==> src/rtl/cpu_core_mc.sv <==
// cpu_core_mc: parametrised multi-cycle core with handshaked fetch
// and data ports, memory-mapped GPO, HALT state and retire pulse.
module cpu_core_mc #(
  parameter int DW  = 4,
  parameter int RA  = 3,
  parameter int PCW = 3,
  parameter int IW  = 3*RA+6
) (
  input  logic          clk,
  input  logic          rst_n,
  input  logic          en,
  output logic [PCW-1:0] i_addr,
  input  logic [IW-1:0] i_data,
  input  logic          i_valid,
  output logic          d_req,
  output logic          d_we,
  output logic [DW-2:0] d_addr,
  output logic [DW-1:0] d_wdata,
  input  logic [DW-1:0] d_rdata,
  input  logic          d_ack,
  output logic [DW-1:0] gpo,
  output logic          halted,
  output logic          retired
);

  localparam logic [1:0] S_FETCH = 2'd0;
  localparam logic [1:0] S_EXEC  = 2'd1;
  localparam logic [1:0] S_MEM   = 2'd2;
  localparam logic [1:0] S_HALT  = 2'd3;

  localparam logic [2:0] T_ALU   = 3'd0;
  localparam logic [2:0] T_LOAD  = 3'd1;
  localparam logic [2:0] T_STORE = 3'd2;
  localparam logic [2:0] T_IMM   = 3'd3;
  localparam logic [2:0] T_JUMP  = 3'd4;
  localparam logic [2:0] T_CJUMP = 3'd5;
  localparam logic [2:0] T_HALT  = 3'd6;

  logic [1:0]     state;
  logic [PCW-1:0] pc;
  logic [IW-1:0]  ir;
  logic [DW-1:0]  rf [2**RA];

  logic [2:0]    op;
  logic [RA-1:0] rd;
  logic [RA-1:0] rs2;
  logic [RA-1:0] rs1;
  logic [2:0]    fn;
  logic [DW-1:0] a;
  logic [DW-1:0] b;
  logic [DW-1:0] imm;
  logic [DW-1:0] alu;
  logic          mem_op;
  logic          rf_we;
  logic [DW-1:0] rf_wd;

  assign op  = ir[3*RA+5 -: 3];
  assign rd  = ir[3*RA+2 -: RA];
  assign rs2 = ir[2*RA+2 -: RA];
  assign rs1 = ir[RA+2 -: RA];
  assign fn  = ir[2:0];
  assign a   = rf[rs1];
  assign b   = rf[rs2];
  assign imm = DW'({rs1, fn});

  // Loads and non-GPO stores need the MEM state
  assign mem_op = (op == T_LOAD) ||
                  (op == T_STORE && !a[DW-1]);

  assign i_addr  = pc;
  assign d_req   = (state == S_MEM);
  assign d_we    = d_req && (op == T_STORE);
  assign d_addr  = a[DW-2:0];
  assign d_wdata = b;
  assign halted  = (state == S_HALT);
  assign retired = (state == S_EXEC && !mem_op) ||
                   (state == S_MEM && d_ack);

  // ALU function select
  always_comb begin
    alu = '0;
    unique case (fn)
      3'd0: alu = a + b;
      3'd1: alu = a & b;
      3'd2: alu = a | b;
      3'd3: alu = a ^ b;
      3'd4: alu = ~a;
      3'd5: alu = DW'(a == b);
      3'd6: alu = DW'(a < b);
      3'd7: alu = {a[DW-2:0], 1'b0};
    endcase
  end

  // Register write port source and enable
  always_comb begin
    rf_we = 1'b0;
    rf_wd = alu;
    if (state == S_EXEC && op == T_ALU) begin
      rf_we = 1'b1;
    end else if (state == S_EXEC && op == T_IMM) begin
      rf_we = 1'b1;
      rf_wd = imm;
    end else if (state == S_MEM && d_ack && op == T_LOAD) begin
      rf_we = 1'b1;
      rf_wd = d_rdata;
    end
  end

  // Register file
  always_ff @(posedge clk or negedge rst_n) begin
    if (!rst_n) begin
      for (int i = 0; i < 2**RA; i++) rf[i] <= '0;
    end else if (rf_we) begin
      rf[rd] <= rf_wd;
    end
  end

  // Sequencer: fetch, execute, memory wait, halt
  always_ff @(posedge clk or negedge rst_n) begin
    if (!rst_n) begin
      state <= S_FETCH;
      pc    <= '0;
      ir    <= '0;
      gpo   <= '0;
    end else begin
      unique case (state)
        S_FETCH: begin
          if (en && i_valid) begin
            ir    <= i_data;
            state <= S_EXEC;
          end
        end
        S_EXEC: begin
          state <= S_FETCH;
          case (op)
            T_LOAD:  state <= S_MEM;
            T_STORE: begin
              if (a[DW-1]) begin
                gpo <= b;
                pc  <= pc + PCW'(1);
              end else begin
                state <= S_MEM;
              end
            end
            T_JUMP:  pc <= PCW'(a);
            T_CJUMP: pc <= b[0] ? PCW'(a) : pc + PCW'(1);
            T_HALT:  state <= S_HALT;
            default: pc <= pc + PCW'(1);
          endcase
        end
        S_MEM: begin
          if (d_ack) begin
            pc    <= pc + PCW'(1);
            state <= S_FETCH;
          end
        end
        S_HALT: ;
      endcase
    end
  end

endmodule

==> config.mk <==
export PLATFORM = sky130hd
export DESIGN_NAME = cpu_core_mc
export DESIGN_NICKNAME = d
export VERILOG_FILES = /design/src/rtl/cpu_core_mc.sv
export SDC_FILE = /design/constraint.sdc
export NUM_CORES = 1
export LEC_CHECK = 0
export ABC_AREA = 1
export CAP_MARGIN = 0
export CORE_ASPECT_RATIO = 1.25
export CORE_MARGIN = 2
export CORE_UTILIZATION = 40
export CTS_BUF_LIST = sky130_fd_sc_hd__clkbuf_8
export DETAILED_ROUTE_END_ITERATION = 10
export GPL_TIMING_DRIVEN = 0
export MAX_ROUTING_LAYER = met4
export PLACE_DENSITY = 0.73
export SETUP_SLACK_MARGIN = 0.3
export SLEW_MARGIN = 5
export SYNTH_ARGS = -nofsm -noshare
export SYNTH_HDL_FRONTEND = slang
export SYNTH_SLANG_ARGS = --single-unit
==> constraint.sdc <==
create_clock -name clk -period 2.3 [get_ports clk]
set_input_delay 0.23 -clock clk [delete_from_list [all_inputs] [get_ports clk]]
set_output_delay 0.23 -clock clk [all_outputs]
set_load 0.01 [all_outputs]
Yosys cells after proc, flatten, opt, wreduce, memory -nomap -nowiden
Index checks and enable logic that the tools add are counted.
- $add $sub $neg: 2
- magnitude comparators: 5
- equality and inequality tests: 21
- mux-type cells: 26
- bitwise operators: 7
- reduce and logical (&&, ||, !) cells: 23
- operator list (cell ; number):
    bitwise mux 32 bit ; 1
    2-to-1 mux 4 bit ; 8
    one-hot mux 4 bit (8 select lines) ; 1
    binary-select mux 4 bit (select 3 bit) ; 2
    equality test 3 bit, second input constant ; 7
    demux 4 bit (select 3 bit) ; 1
    equality test 3 x 2 -> 1 bit, second input constant ; 4
    greater-or-equal comparator 4 bit, second input constant ; 3
    inverter 3 -> 4 bit ; 3
    one-hot mux 2 bit (3 select lines) ; 2
    one-hot mux 3 bit (4 select lines) ; 1
    logical AND 1 bit ; 9
    2-to-1 mux 3 bit ; 3
    equality test 3 x 1 -> 1 bit, second input constant ; 2
    zero test 3 bit ; 2
    2-to-1 mux 2 bit ; 3
    one-hot mux 3 bit (2 select lines) ; 1
    AND reduction 3 bit ; 2
    adder 4 bit ; 1
    bitwise AND 4 bit ; 1
    equality test 2 bit, second input constant ; 2
    equality test 4 bit ; 1
    less-than comparator 4 x 1 -> 1 bit, second input constant ; 1
    less-than comparator 4 bit ; 1
    other kinds (17) ; 22
- flip-flop bits (word level): 56
- input bits: 24
- output and inout port bits: 18
- logic and storage cells: 96

Longest topological paths before layout
- depth in word-level cells: 10
- gate-level depth with buffers: 21
- depth with buffers taken out: 19

Least setup slack after synthesis
OpenSTA, ideal clock, no wires.
- kind: register to register
- from: register ir[6]
- to: register rf[11] in the netlist's numbering
- setup time: 0.117 ns
- arrival time: 2.230 ns
- required time: 2.183 ns
- slack: -0.046 ns
- cell stages (with the launch flop): 18
- path buffers: 2
- period minus slack after synthesis: 2.346 ns
- cells stage by stage: dfrtp_1 -> buf_4 -> buf_2 -> a21oi_1 -> o21ai_1 -> nand2_1 -> inv_1 -> o21ai_2 -> inv_2 -> ha_1 -> a21oi_1 -> a21oi_1 -> o21ai_0 -> inv_1 -> nand2_1 -> nand2_2 -> nand2_1 -> nand2_1
- longest elaborated chain between the ends: 10
- elaborated cells between the ends (all ways): 13
- classes of those cells: 1 x add/sub; 8 x mux; 4 x bitwise
- ends and longest elaborated chain (element ; line ; RTL):
    start: declaration ; 41 ; logic [IW-1:0] ir;
    start signal: assignment ; 129 ; ir <= i_data;
    inverter 3 -> 4 bit (not written as such) * ; 63 ; assign b = rf[rs2];
    binary-select mux 4 bit (select 3 bit) * ; 63 ;
    2-to-1 mux 4 bit (not written as such) * (2 in a row) ; 63 ;
    via d_wdata[2] ; 18 ; output logic [DW-1:0] d_wdata,
    adder 4 bit * ; 83 ; 3'd0: alu = a + b;
    one-hot mux 4 bit (8 select lines) * ; 82 ; unique case (fn)
    2-to-1 mux 4 bit ; 103 ; end else if (state == S_MEM && d_ack && op == T_LOAD) begin
    2-to-1 mux 4 bit ; 100 ; end else if (state == S_EXEC && op == T_IMM) begin
    2-to-1 mux 4 bit * ; 98 ; if (state == S_EXEC && op == T_ALU) begin
    bitwise mux 32 bit * ; 114 ; rf[rd] <= rf_wd;
    end signal: indexed assignment ; 114 ;
    end: declaration ; 42 ; logic [DW-1:0] rf [2**RA];
Mark *: on every way through the listed nets, which the timed path passes. The rest lies on a longest branch. The select of a mux whose other input is x is not followed.
A chain may end at the register's enable or synchronous reset.

Worst setup path in the final report
- from: register ir[6]
- to: register rf[0] in the netlist's numbering
- longest elaborated chain between the ends: 10
- elaborated cells between the ends (all ways): 15
- classes of those cells: 1 x add/sub; 1 x order compare; 1 x eq/ne; 8 x mux; 4 x bitwise
- ends and longest elaborated chain (element ; line):
    inverter 3 -> 4 bit (not written as such) * ; 63
    binary-select mux 4 bit (select 3 bit) * ; 63
    2-to-1 mux 4 bit (not written as such) * (2 in a row) ; 63
    adder 4 bit, or another cell as far along ; 83
    one-hot mux 4 bit (8 select lines) * ; 82
    2-to-1 mux 4 bit ; 103
    2-to-1 mux 4 bit ; 100
    2-to-1 mux 4 bit * ; 98
    bitwise mux 32 bit * ; 114
Every way passes the cells marked *; elsewhere a longest branch is shown, timed or not. The select of a mux whose other input is x is not followed.

==> impl_metrics.env <==
export IMPL_finalMaxSlewViolations=0
export IMPL_cpPeakStageDelay_ns=0.39
export IMPL_status="complete, but fails checks"
export IMPL_ys_ff_latch=56
export IMPL_fin_util_pct=57.3
export IMPL_core_area_mm2=0.00946
export IMPL_setup_violations=32
export IMPL_routedWlPerCell_um=15.7
export IMPL_grt_pass1_wl_mm=18.9
export IMPL_wl_met3_um=570
export IMPL_end_kind="flop"
export IMPL_post_route_period_util_pct=110
export IMPL_period_needed_ns=2.53
export IMPL_die_h_um=114
export IMPL_crit_fanout=8
export IMPL_grt_pass1_vias=3759
export IMPL_ff_latch_area_mm2=0.00140
export IMPL_crit_path_top_delay_cell="dfrtp_1"
export IMPL_yosysWarnings=0
export IMPL_grt_use_total_pct=24.0
export IMPL_synth_nets=590
export IMPL_drv_cap=0
export IMPL_gp_congestion=0.955
export IMPL_insertion_delay_ns=0.33
export IMPL_areaGrowthSynthToFinish_pct=41.2
export IMPL_ys_flop_type="dfrtp_1"
export IMPL_finalHoldViolCount=0
export IMPL_synthXorXnorAreaFrac_pct=0.456
export IMPL_start_util_pct=40.6
export IMPL_n_fill_cell=862
export IMPL_fp_dieW_um=91.7
export IMPL_dr_wl_met2_mm=6.11
export IMPL_via_per_inst=5.14
export IMPL_max_slew_margin_pct=63.0
export IMPL_synth_top_family_by_area="simple AND/OR/NAND/NOR gates"
export IMPL_post_route_drc_count=0
export IMPL_failed_checks="setup timing"
export IMPL_start_kind="flop"
export IMPL_fmax_mhz=396
export IMPL_fin_worst_skew_ns=0.0116
export IMPL_layout_drive_gt1_share_pct=33.0
export IMPL_synthMuxAreaShare_pct=0
export IMPL_synth_edff_count=0
export IMPL_hpwl_mm=8.09
export IMPL_cts_buffer_depth=2
export IMPL_diodes=0
export IMPL_final_antenna_net_count=0
export IMPL_cts_buffers=5
export IMPL_multi_input_area_mm2=0.00250
export IMPL_synth_compound_area_share_pct=10.9
export IMPL_reg2reg_depth=19
export IMPL_portBuffers=41
export IMPL_antenna_found_initial=0
export IMPL_cts_max_level=2
export IMPL_dr_pass1_iters=6
export IMPL_dp_cells=716
export IMPL_syn_area_per_cell_um2=7.01
export IMPL_die_area_mm2=0.0104
export IMPL_crit_chain="buf_6, buf_6, a21oi_2, o21ai_2, nand2_1, inv_1, o21ai_4, inv_2, ha_4, nor2_4, o21ai_1, nand3_1, nand2_1, nor2_1, nand2_1, nand2_2, nand2_8, nand2_1, nand2_1"
export IMPL_rsz0062_at_grt="yes"
export IMPL_synthAdderAreaFrac_pct=6.06
export IMPL_stdcell_count=760
export IMPL_cts_sinks=56
export IMPL_critPathKind="flop to flop"
export IMPL_hold_class="input port to asynchronous set/reset pin"
export IMPL_critical_path_most_common_cell="nand2_1"
export IMPL_routed_wl_mm=12.0
export IMPL_syn_cell_area_mm2=0.00384
export IMPL_grt_max_degree=39
export IMPL_vias=3908
export IMPL_synth_distinct_cells=35
export IMPL_cts_tree="done"
export IMPL_num_io_pins=42
export IMPL_highest_layer="met4"
export IMPL_whs_ns=0.378
export IMPL_yosys_area_share_simple_pct=34.9
export IMPL_synthArstFlopShare_pct=100
export IMPL_netlist_instances=548
export IMPL_cp_required_ns=2.53
export IMPL_grt_overflow=0
export IMPL_clk_pin_slew_ns=0.11
export IMPL_nNetsFinal=675
export IMPL_ys_seq_area_share_pct=36.5
export IMPL_row_count=40
export IMPL_drt_initial_drc_count=275
export IMPL_critPathArrivalTime_ns=2.76
export IMPL_worstMarginPinSlew_ns=0.555
export IMPL_setup_ws_ns=-0.226
export IMPL_met1_length_mm=4.63
export IMPL_cts_root_buf="clkbuf_8"
-- logic make-up after synthesis --
kind of cell | count (synthesis)
compound gates | 73
xor+xnor | 2
fa+ha+maj | 18
buf+inv | 98
flops | 56
simple gates | 301
-- synthesized netlist by cell type, types with 2 or more instances --
library cell | count | area [um^2]
inv_1 | 68 | 255
o21ai_0 | 16 | 80.1
clkinv_2 | 4 | 20.0
o211ai_1 | 3 | 22.5
nor3_2 | 2 | 20.0
nor2_1 | 36 | 135
nand3_2 | 5 | 50.1
nor3_1 | 2 | 10.0
ha_1 | 17 | 213
inv_2 | 14 | 52.6
o21ai_1 | 7 | 35.0
dfrtp_1 | 56 | 1400
nand4_1 | 2 | 12.5
nand2_1 | 180 | 676
nand2_2 | 20 | 125
clkbuf_1 | 3 | 11.3
xor2_1 | 2 | 17.5
a22oi_1 | 4 | 30.0
buf_4 | 2 | 15.0
o21ai_2 | 3 | 26.3
a21oi_1 | 33 | 165
buf_6 | 3 | 33.8
buf_2 | 2 | 10.0
o21a_1 | 4 | 30.0
nand3_1 | 47 | 235
nand2_4 | 4 | 45.0
-- layer usage --
metal	track usage [%]	vias to the layer above
met5	-	-
met4	14.7	0
met3	3.30	45
met2	41.0	130
met1	26.5	1850
li1	-	1883
-- worst max-delay path: cells and delay by family, from the launching register on --
kind,cells,cell delay [ns]
AOI/OAI and AO/OA,4,0.46
adders and majority gates,1,0.26
buffers and inverters,4,0.40
DFF,1,0.39
and+or+nand+nor,10,0.91
-- path summary, 6_finish.rpt --
kind / slack, ns / end / from
min in group clk: 0.46 / ir[8] / i_data[8]
max in group asynchronous: 1.35 / ir[0] / rst_n
min: 0.38 / rf[27] / rst_n
max reg2reg: -0.23 / rf[0] / ir[6]
min reg2reg: 0.49 / rf[11] / rf[11]
max: -0.23 / rf[0] / ir[6]
-- cells in the final DEF, fill, tap and decap left out, drive strengths merged, types with 2 or more instances in the layout --
cell type / n
o21ai: 27
ha: 17
nor2: 38
inv: 84
buf: 49
o21a: 4
a21oi: 33
clkbuf: 9
clkinv: 4
dfrtp: 56
nand4: 2
xor2: 2
bufinv: 2
clkdlybuf4s50: 31
nand2: 204
nor3: 5
clkdlybuf4s15: 2
nand3: 52
a22oi: 4
o211ai: 3
-- sequential cells by signal, indices dropped and copies added (netlist names) --
| signal | flops |
|---|---|
| rf | 32 |
| ir | 15 |
| gpo | 4 |
| i_addr | 3 |
| state | 2 |
-- metrics by stage --
step                TNS, ns  instance area, um^2  setup WS (ns)
floorplan                 0                 3960          0.107
global placement     -49.96                 4520         -0.766
detailed placement    -8.16                 4540         -0.324
CTS                   -2.98                 5140         -0.149
global route          -9.48                 5420         -0.359
finish                -5.27                 5420         -0.226
-- final cells by class --
type,instances,share of cell area (%)
flip-flops and latches,56,25.8
well taps,126,2.91
repair buffers,78,13.8
clock buffers,5,1.27
multi-input cells,394,46.2
inverters,87,6.62
plain buffers,11,2.10
clock inverters,3,1.27
-- what timing repair did --
item / 4_1_cts / 5_1_grt
resized for setup: 102 / 61
setup buffers: 24 / 9
gates cloned: 2 / 0
endpoints found under the setup margin: 41 / 42
hold buffers: 1 / 0
hold endpoints to repair: 18 / 0
pin swaps: 34 / 26
Power is left out: the tool's default activity adds up to more than one toggle a clock period on the data nets, which glitch-free logic cannot reach.
